$ cat config.mk
export PLATFORM = sky130hd
export DESIGN_NAME = a2d_serf_flat
export DESIGN_NICKNAME = d
export VERILOG_FILES = /design/src/rtl/a2d_pkg.sv /design/src/rtl/a2d_serf_if.sv /design/src/rtl/a2d_serf_spi_edge_sync.sv /design/src/rtl/a2d_serf.sv /design/src/flat_wrapper.sv
export SDC_FILE = /design/constraint.sdc
export NUM_CORES = 1
export LEC_CHECK = 0
export ABC_AREA = 1
export CORE_MARGIN = 1.5
export CORE_UTILIZATION = 35
export CTS_BUF_LIST = sky130_fd_sc_hd__clkbuf_4 sky130_fd_sc_hd__clkbuf_8
export DETAILED_ROUTE_END_ITERATION = 10
export PLACE_DENSITY = 0.69
export SYNTH_ARGS = -nofsm -noshare
export SYNTH_HDL_FRONTEND = slang
export SYNTH_HIERARCHICAL = 1
export SYNTH_SLANG_ARGS = --single-unit
$ cat constraint.sdc
create_clock -name clk -period 1.85 [get_ports clk]
set_input_delay 0.37 -clock clk [delete_from_list [all_inputs] [get_ports clk]]
set_output_delay 0.37 -clock clk [all_outputs]
set_load 0.01 [all_outputs]
$ cat src/rtl/a2d_pkg.sv
// Shared types and constants for the DE0-Nano A2D SPI responder and its users.
// The command helper builds the legal conversion request for a channel.
package a2d_pkg;

    typedef enum logic {
        IDLE  = 1'b0,
        SHIFT = 1'b1
    } state_t;

    localparam int A2D_CMD_W  = 16;
    localparam int A2D_RES_W  = 12;
    localparam int A2D_NUM_CH = 8;
    localparam int A2D_CH_LSB = 11;

    function automatic logic [A2D_CMD_W-1:0] a2d_cmd(input logic [2:0] ch);
        logic [A2D_CMD_W-1:0] w;
        w = '0;
        w[A2D_CH_LSB +: 3] = ch;
        return w;
    endfunction

endpackage

$ cat src/rtl/a2d_serf_if.sv
// SPI pin bundle between the A2D interface master and the serf.
interface a2d_serf_if;
    logic SS_n;
    logic SCLK;
    logic MOSI;
    logic MISO;

    modport master (output SS_n, output SCLK, output MOSI, input MISO);
    modport slave  (input SS_n, input SCLK, input MOSI, output MISO);
endinterface

$ cat src/rtl/a2d_serf_spi_edge_sync.sv
// Two-flop synchroniser plus history flop for one asynchronous pin, producing
// the synchronised level and single-clk rise/fall pulses.
module spi_edge_sync #(
    parameter logic RST_VAL = 1'b1
) (
    input  logic clk,
    input  logic rst_n,
    input  logic din,
    output logic sync,
    output logic rise,
    output logic fall
);

    logic [2:0] sr_reg;

    always_ff @(posedge clk or negedge rst_n) begin
        if (!rst_n) begin
            sr_reg <= {3{RST_VAL}};
        end else begin
            sr_reg <= {sr_reg[1:0], din};
        end
    end

    assign sync = sr_reg[1];
    assign rise =  sr_reg[1] & ~sr_reg[2];
    assign fall = ~sr_reg[1] &  sr_reg[2];

endmodule

$ cat src/rtl/a2d_serf.sv
// SPI responder modelling the DE0-Nano 8-channel 12-bit A2D: a command frame
// selects a channel, the following frame shifts that channel's value out.
module a2d_serf
    import a2d_pkg::*;
#(
    parameter logic [2:0] RST_CH   = 3'd0,
    parameter int         MIN_HALF = 4
) (
    input  logic                             clk,
    input  logic                             rst_n,
    a2d_serf_if.slave                        spi,
    input  logic [A2D_NUM_CH*A2D_RES_W-1:0]  chnl_vals,
    output logic [A2D_CMD_W-1:0]             rx_cmd,
    output logic [2:0]                       cur_ch,
    output logic                             frm_done,
    output logic                             frm_err
);

    localparam logic [4:0] CNT_FULL = 5'd16;
    localparam logic [4:0] CNT_SAT  = 5'd17;
    localparam logic [7:0] HALF_MIN = 8'(MIN_HALF - 1);

    // Index 0 = SS_n, index 1 = SCLK
    logic [1:0] pin_in, pin_sync, pin_rise, pin_fall;
    logic ss_sync, ss_rise, ss_fall, sclk_sync, sclk_rise, sclk_fall;
    logic mosi_meta_reg, mosi_sync_reg;

    assign pin_in = {spi.SCLK, spi.SS_n};

    for (genvar gi = 0; gi < 2; gi++) begin : g_sync
        spi_edge_sync #(.RST_VAL(1'b1)) u_sync (
            .clk  (clk),
            .rst_n(rst_n),
            .din  (pin_in[gi]),
            .sync (pin_sync[gi]),
            .rise (pin_rise[gi]),
            .fall (pin_fall[gi])
        );
    end

    assign ss_sync   = pin_sync[0];
    assign ss_rise   = pin_rise[0];
    assign ss_fall   = pin_fall[0];
    assign sclk_sync = pin_sync[1];
    assign sclk_rise = pin_rise[1];
    assign sclk_fall = pin_fall[1];

    always_ff @(posedge clk or negedge rst_n) begin
        if (!rst_n) begin
            mosi_meta_reg <= 1'b0;
            mosi_sync_reg <= 1'b0;
        end else begin
            mosi_meta_reg <= spi.MOSI;
            mosi_sync_reg <= mosi_meta_reg;
        end
    end

    logic [A2D_RES_W-1:0] ch_val [A2D_NUM_CH];

    for (genvar gi = 0; gi < A2D_NUM_CH; gi++) begin : g_ch
        assign ch_val[gi] = chnl_vals[gi*A2D_RES_W +: A2D_RES_W];
    end

    // A select already low when reset releases must not start a frame: wait
    // until the synchronised pin has really been seen high.
    logic [1:0] settle_reg;
    logic       armed_reg;

    always_ff @(posedge clk or negedge rst_n) begin
        if (!rst_n) begin
            settle_reg <= 2'd0;
            armed_reg  <= 1'b0;
        end else begin
            if (settle_reg != 2'd2) settle_reg <= settle_reg + 2'd1;
            if (settle_reg == 2'd2 && ss_sync) armed_reg <= 1'b1;
        end
    end

    state_t               state_reg, state_next;
    logic [A2D_CMD_W-1:0] tx_shft_reg, rx_shft_reg, rx_cmd_reg;
    logic [4:0]           bit_cnt_reg;
    logic                 seen_rise_reg;
    logic [2:0]           cur_ch_reg;
    logic                 frm_done_reg, frm_err_reg;
    logic                 start, shift_in, shift_out, done_set, err_set;
    logic                 cmd_legal;

    assign cmd_legal = (rx_shft_reg == a2d_cmd(rx_shft_reg[A2D_CH_LSB +: 3]));

    always_ff @(posedge clk or negedge rst_n) begin
        if (!rst_n) state_reg <= IDLE;
        else        state_reg <= state_next;
    end

    always_comb begin
        state_next = state_reg;
        start      = 1'b0;
        shift_in   = 1'b0;
        shift_out  = 1'b0;
        done_set   = 1'b0;
        err_set    = 1'b0;
        case (state_reg)
            IDLE: begin
                if (ss_fall && armed_reg) begin
                    start      = 1'b1;
                    state_next = SHIFT;
                end
            end
            SHIFT: begin
                // Frame end wins over any SCLK edge in the same clk
                if (ss_rise) begin
                    state_next = IDLE;
                    if (bit_cnt_reg == CNT_FULL && cmd_legal) done_set = 1'b1;
                    else                                      err_set  = 1'b1;
                end else begin
                    shift_in  = sclk_rise;
                    shift_out = sclk_fall && seen_rise_reg;
                end
            end
            default: state_next = IDLE;
        endcase
    end

    always_ff @(posedge clk or negedge rst_n) begin
        if (!rst_n) begin
            tx_shft_reg   <= '0;
            rx_shft_reg   <= '0;
            bit_cnt_reg   <= 5'd0;
            seen_rise_reg <= 1'b0;
            rx_cmd_reg    <= '0;
            cur_ch_reg    <= RST_CH;
            frm_done_reg  <= 1'b0;
            frm_err_reg   <= 1'b0;
        end else begin
            frm_done_reg <= done_set;
            frm_err_reg  <= err_set;
            if (start) begin
                tx_shft_reg   <= {{(A2D_CMD_W-A2D_RES_W){1'b0}}, ch_val[cur_ch_reg]};
                rx_shft_reg   <= '0;
                bit_cnt_reg   <= 5'd0;
                seen_rise_reg <= 1'b0;
            end
            if (shift_in) begin
                rx_shft_reg   <= {rx_shft_reg[A2D_CMD_W-2:0], mosi_sync_reg};
                seen_rise_reg <= 1'b1;
                if (bit_cnt_reg != CNT_SAT) bit_cnt_reg <= bit_cnt_reg + 5'd1;
            end
            if (shift_out) begin
                tx_shft_reg <= {tx_shft_reg[A2D_CMD_W-2:0], 1'b0};
            end
            if (done_set) begin
                rx_cmd_reg <= rx_shft_reg;
                cur_ch_reg <= rx_shft_reg[A2D_CH_LSB +: 3];
            end
        end
    end

    assign spi.MISO = ~ss_sync & tx_shft_reg[A2D_CMD_W-1];
    assign rx_cmd   = rx_cmd_reg;
    assign cur_ch   = cur_ch_reg;
    assign frm_done = frm_done_reg;
    assign frm_err  = frm_err_reg;

    // Master timing checks: SCLK half-period and SCLK parked high at deselect
    logic [7:0] half_cnt_reg;

    always_ff @(posedge clk or negedge rst_n) begin
        if (!rst_n)                      half_cnt_reg <= 8'hFF;
        else if (sclk_rise || sclk_fall) half_cnt_reg <= 8'h00;
        else if (half_cnt_reg != 8'hFF)  half_cnt_reg <= half_cnt_reg + 8'd1;
    end

    a_sclk_half: assert property (@(posedge clk) disable iff (!rst_n)
        (sclk_rise || sclk_fall) |-> (half_cnt_reg >= HALF_MIN));

    a_sclk_idle: assert property (@(posedge clk) disable iff (!rst_n)
        (ss_rise && state_reg == SHIFT) |-> sclk_sync);

endmodule
$ cat src/flat_wrapper.sv
// flat-port wrapper written by rule: the top's interface ports become plain ports
module a2d_serf_flat import a2d_pkg::*;
#(
    parameter logic [2:0] RST_CH   = 3'd0,
    parameter int         MIN_HALF = 4
)
  (clk, rst_n, chnl_vals, rx_cmd, cur_ch, frm_done, frm_err, spi_SS_n, spi_SCLK, spi_MOSI, spi_MISO);
  a2d_serf_if spi_i ();
  input  logic clk;
  input  logic rst_n;
  input  logic [A2D_NUM_CH*A2D_RES_W-1:0] chnl_vals;
  output logic [A2D_CMD_W-1:0] rx_cmd;
  output logic [2:0] cur_ch;
  output logic frm_done;
  output logic frm_err;
  input wire logic [$bits(spi_i.SS_n)-1:0] spi_SS_n;
  input wire logic [$bits(spi_i.SCLK)-1:0] spi_SCLK;
  input wire logic [$bits(spi_i.MOSI)-1:0] spi_MOSI;
  output wire logic [$bits(spi_i.MISO)-1:0] spi_MISO;
  assign spi_i.SS_n = spi_SS_n;
  assign spi_i.SCLK = spi_SCLK;
  assign spi_i.MOSI = spi_MOSI;
  assign spi_MISO = spi_i.MISO;
  a2d_serf #(.RST_CH(RST_CH), .MIN_HALF(MIN_HALF)) u_core (.clk(clk), .rst_n(rst_n), .spi(spi_i), .chnl_vals(chnl_vals), .rx_cmd(rx_cmd), .cur_ch(cur_ch), .frm_done(frm_done), .frm_err(frm_err));
endmodule
Yosys cells after proc, flatten, opt, wreduce, memory -nomap -nowiden
Index checks and enable logic that the tools add are counted.
{"block": "totals", "register_bits": 71, "in_bits": 101, "out_inout_bits": 22}
{"block": "op_classes", "n_addsub": 2, "n_lt_le_gt_ge": 1, "eq_ne": 4, "muxes": 26, "n_bitwise": 11, "n_reduce_logical": 7}
{"op": "$mux 16", "n": 4}
{"op": "$bmux 12 s3", "n": 1}
{"op": "$mux 12", "n": 2}
{"op": "$mux 1", "n": 15}
{"op": "$mux 5", "n": 3}
{"op": "$logic_not 13->1", "n": 1}
{"op": "$add 5x1->5 const B", "n": 1}
{"op": "$and 1x1->1", "n": 5}
{"op": "$eq 5x5->1 const B", "n": 1}
{"op": "$ne 5x5->1 const B", "n": 1}
{"op": "$not 1->1", "n": 5}
{"op": "$ge 4x4->1 const B", "n": 1}
{"op": "$logic_and 1x1->1", "n": 4}
{"op": "$not 3->4", "n": 1}
{"op": "$reduce_bool 2->1", "n": 2}
{"op": "$add 2x1->2 const B", "n": 1}
{"op": "$eq 2x2->1 const B", "n": 1}
{"op": "$ne 2x2->1 const B", "n": 1}
{"op": "$pmux 1 s2", "n": 1}

Logic depth before layout (Yosys ltp)
{"block": "depth", "depth_word": 8, "depth_mapped": 10, "ltp_nobuf": 9}

By module
Netlist, hierarchy kept.
{"module": "a2d_serf", "n_inst": 1, "cells_each": 523, "area_per_inst_um2": 3624.7, "seq_area_each_um2": 1551.5}
{"module": "spi_edge_sync", "n_inst": 2, "cells_each": 7, "area_per_inst_um2": 93.8, "seq_area_each_um2": 78.8}

Worst setup path before layout
No wires, ideal clock.
{"block": "synth_path", "path_kind": "reg2reg", "from": "reg u_core.g_sync[0].u_sync.sr_reg[1]", "to": "reg u_core.tx_shft_reg[10]", "t_arrival_ps": 1374, "slack_ps": 359, "stages_incl_launch_ff": 9, "path_buffers": 1, "cell_sequence": "dfstp_2 inv_1 nor2_1 nor2_2 nand2_2 clkbuf_1 o22ai_1 inv_1 nand2_1"}
{"block": "synth_via", "elab_cells_between_ends": 10}
{"element": "start: declaration", "line_no": "a2d_serf_spi_edge_sync.sv:14", "text": "logic [2:0] sr_reg;"}
{"element": "start signal: assignment", "line_no": "a2d_serf_spi_edge_sync.sv:18", "text": "sr_reg <= {3{RST_VAL}};"}
{"element": "start signal: assignment", "line_no": "a2d_serf_spi_edge_sync.sv:20", "text": "sr_reg <= {sr_reg[1:0], din};"}
{"element": "$and 1x1->1 (*)", "line_no": "a2d_serf_spi_edge_sync.sv:25", "text": "assign rise = sr_reg[1] & ~sr_reg[2];"}
{"element": "via u_core.ss_rise", "line_no": "a2d_serf.sv:25", "text": "logic ss_sync, ss_rise, ss_fall, sclk_sync, sclk_rise, sclk_fall;"}
{"element": "$mux 1 (*)", "line_no": "a2d_serf.sv:111", "text": "if (ss_rise) begin"}
{"element": "$mux 1 (*)", "line_no": "a2d_serf.sv:102", "text": "case (state_reg)"}
{"element": "$mux 16 or $reduce_bool 2->1 (tied branches)"}
{"element": "end signal: assignment", "line_no": "a2d_serf.sv:138", "text": "tx_shft_reg <= {{(A2D_CMD_W-A2D_RES_W){1'b0}}, ch_val[cur_ch_reg]};"}
{"element": "end signal: assignment", "line_no": "a2d_serf.sv:149", "text": "tx_shft_reg <= {tx_shft_reg[A2D_CMD_W-2:0], 1'b0};"}
{"element": "end: declaration", "line_no": "a2d_serf.sv:80", "text": "logic [A2D_CMD_W-1:0] tx_shft_reg, rx_shft_reg, rx_cmd_reg;"}
The timed path passes the listed nets; every way through them passes the cells marked *.
A chain may end at the register's enable or synchronous reset.

==> run summary <==
======================================================================================
Gate Count Post-Synth ...................................................          537
Row count ...............................................................           37
CP top delay family ..................................................... buffers and inverters
I/O pins ................................................................          123
Worst EP required .......................................................      1480 ps
Clock period minus final worst setup slack ..............................      1760 ps
Number of buffers and inverters on the critical path ....................            1
Final Non-Filler Cells ..................................................          791
Worst slack at placement ................................................       164 ps
Worst slew pin tran .....................................................       475 ps
Worst Path Arrival ......................................................      1390 ps
Number of distinct library cells after synthesis ........................           26
Die area ................................................................   0.0115 mm2
Delay of the slowest critical-path stage ................................       590 ps
Fraction of the mapped netlist area in adder cells ......................        1.31%
Simple-gate share of the synthesized area ...............................        32.6%
Placed instance count ...................................................          775
Run status ..............................................................    completed
Number of antenna violations at the first check in global routing .......            0
Cell Chain, Critical Path ............................................... clkdlybuf4s50_1
Share of cells above drive strength 1 ...................................        7.33%
Final max-slew violation count ..........................................            0
Number of setup violations in the final report ..........................            0
Number of buffers added on ports ........................................          122
Wire length of the first global-routing pass ............................     16200 um
Number of violations of the max-capacitance limit .......................            0
Placeable core region ...................................................   0.0105 mm2
Number of H-tree levels .................................................            3
Initial Utilization .....................................................        36.4%
Net count after synthesis ...............................................          642
Post-synthesis compound-gate area fraction ..............................        6.50%
Latest clock arrival within the worst-skew pair .........................       340 ps
Worst setup SP type .....................................................    flip-flop
Half-perimeter wire length after placement ..............................      7070 um
Type of the setup path with the least slack ............................. flip-flop to output pin
Count of final hold-check violations ....................................            0
Largest vdd supply drop .................................................       482 uV
Net count of the finished layout ........................................          755
Hold Path Class ......................................................... input pin to async pin
Antenna-violating nets left .............................................            0
Average wire per cell in the routed design ..............................      12.2 um
Slowest cell on crit path ............................................... sky130_fd_sc_hd__clkdlybuf4s50_1
Fraction of post-synthesis cell area in the top cell type by area .......        40.7%
Number of global-route vias before repair ...............................         3587
Highest fanout seen on the critical path ................................            7
Final TNS setup .........................................................         0 ps
Ys Warns ................................................................            6
GRT overflow ............................................................            0
Setup slack on the worst flop-to-flop path ..............................       220 ps
Final worst clock skew ..................................................      5.53 ps
Cell area after synthesis ...............................................  0.00381 mm2
Vias ....................................................................         3675
Logic depth of the worst setup path including buffers ...................            1
Main combinational cell family by area after synthesis .................. simple AND/OR/NAND/NOR gates
Number of buffers inserted during clock tree synthesis ..................            9
Maximum number of pins on one net before global-route repair ............           69
Startpoint of the lowest-slack register-to-register path ................ u_core/g_sync[0].u_sync/sr_reg[1]$_DFF_PN1_
Post-route cell area ....................................................  0.00534 mm2
Flip-flop and latch count after synthesis ...............................           68
Diode insertion count for antenna repair ................................            0
Area Overhead vs Synth ..................................................        40.0%
Areal power density over the cells ......................................   680 mW/mm2
# clock sinks ...........................................................           68
Placement-stage cell area ...............................................  0.00513 mm2
Setup ws final ..........................................................      89.1 ps
Headroom to the max-slew limit ..........................................        68.3%
RR Endpoint ............................................................. u_core/bit_cnt_reg[0]$_DFF_PN0_
Crit path launch ........................................................ u_core/rx_cmd[13]$_DFFE_PN0P_
Post-synthesis share of cell area spent on xor and xnor gates ...........       0.689%
Synthesized area per cell ...............................................     7.10 um2
Crit share post-route ...................................................        95.2%
Routability congestion estimate .........................................        0.790
Clock slew at the register clock pins of the worst setup and hold paths .        70 ps
Timing endpoint of the critical path ....................................    cur_ch[2]
Die span in x ...........................................................       107 um
Achievable frequency ....................................................    0.568 GHz
Clock tree root buffer cell ............................................. sky130_fd_sc_hd__clkbuf_8
TritonCTS clock tree ....................................................          yes
GR Util All Layers ......................................................        17.4%
Leakage .................................................................      2.76 nW
RSZ-0062 raised after global routing ....................................           no
Synth area leaders ...................................................... sky130_fd_sc_hd__dfrtp_1, sky130_fd_sc_hd__nand2_1, sky130_fd_sc_hd__inv_1, sky130_fd_sc_hd__nand3_1, sky130_fd_sc_hd__o22ai_1
Dominant cell type by area after synthesis .............................. sky130_fd_sc_hd__dfrtp_1
Buffers from clock root to sink, at most ................................            2
Initial DRC Count .......................................................          327
First-pass iteration count of the detailed router .......................            4
Chip height .............................................................       107 um
Remaining DRCs ..........................................................            0
Depth of the most critical reg-to-reg path ..............................            8
Endpoint kind of the worst setup timing path ............................   output pin
Portion of the post-synthesis area used by sequential elements ..........        44.8%
Wirelength, routed ......................................................      9660 um
Routed via count divided by cell count ..................................         4.65
Share of synthesized area spent on multiplexers .........................           0%
======================================================================================
[stage by stage]
stage / hold WS [ps] / total power, mW / utilization [%]
global route: 47.9 / 3.85 / 51.0
floorplan: 74.4 / 2.09 / -
CTS: 34.6 / 3.67 / 50.9
finish: 30.4 / 3.63 / 51.0
global placement: 334 / 2.42 / 49.0
detailed placement: 343 / 2.44 / 49.0
[worst min-delay path by stage]
stage / from / end / slack, ps / cells past startpoint
after floorplan: rst_n / u_core/armed_reg$_DFFE_PN0P_ / 70 / 0
final: rst_n / u_core/rx_cmd[7]$_DFFE_PN0P_ / 30 / 2
after CTS: rst_n / u_core/rx_cmd[4]$_DFFE_PN0P_ / 30 / 2
after global placement: u_core/mosi_meta_reg$_DFF_PN0_ / u_core/mosi_sync_reg$_DFF_PN0_ / 330 / 0
after detailed placement: u_core/mosi_meta_reg$_DFF_PN0_ / u_core/mosi_sync_reg$_DFF_PN0_ / 340 / 0
after global routing: rst_n / u_core/rx_cmd[7]$_DFFE_PN0P_ / 50 / 2
[per-layer routing]
metal  wire [um]  track usage (%)
met1        4210             21.7
met2        4460             29.7
met3         835             4.18
met4         147             5.92
met5           0                0
[area by class of cell]
class | instances | area [um2]
repair buffers | 131 | 1310
fillers | 1005 | 5120
clock buffers | 10 | 138
multi-input cells | 340 | 1570
flip-flops and latches | 68 | 1710
inverters | 100 | 375
well taps | 136 | 170
clock inverters | 6 | 63.8
[placed cells by master, fill, tap and decap left out, types with 3 or more instances in the layout]
cell type                         synthesis  layout
sky130_fd_sc_hd__o21ai_0                  9       9
sky130_fd_sc_hd__o21ai_1                  3       3
sky130_fd_sc_hd__buf_4                    8       7
sky130_fd_sc_hd__nand2_1                197     195
sky130_fd_sc_hd__dfstp_2                  6       6
sky130_fd_sc_hd__nand4_1                  5       5
sky130_fd_sc_hd__nor2_2                   3       3
sky130_fd_sc_hd__clkdlybuf4s50_1          0     120
sky130_fd_sc_hd__nor2_1                  12      12
sky130_fd_sc_hd__dfrtp_1                 62      62
sky130_fd_sc_hd__ha_1                     4       4
sky130_fd_sc_hd__nand3_1                 65      65
sky130_fd_sc_hd__inv_1                   98      98
sky130_fd_sc_hd__nand2_2                  5       7
sky130_fd_sc_hd__clkbuf_8                 0      10
sky130_fd_sc_hd__o22ai_1                 28      28
[power by group]
group          total (mW)  internal (mW)  leakage, nW  switching, mW
clock                1.21          0.656       0.0983          0.555
combinational       0.732          0.363         1.78          0.369
sequential           1.69           1.63        0.889         0.0598
[synthesized netlist by cell type (all sizes together)]
master,n
nand3,67
ha,4
a21oi,1
nand4,5
xor2,1
dfrtp,62
o21ai,12
nand2,202
inv,100
a21o,1
buf,23
nor2,17
o22ai,28
xnor2,2
dfstp,6
clkbuf,6
[what timing repair did]
item,4_1_cts,5_1_grt
endpoints found under the hold margin,0,0
setup endpoints to repair,0,11
hold buffers,0,0
buffers inserted,0,0
gates resized for setup,0,3
[kinds of logic after synthesis]
group           Yosys count
xor+xnor                  3
compound gates           42
flops                    68
simple gates            291
buf+inv                 129
fa+ha+maj                 4
(Power assumes the default switching activity.)
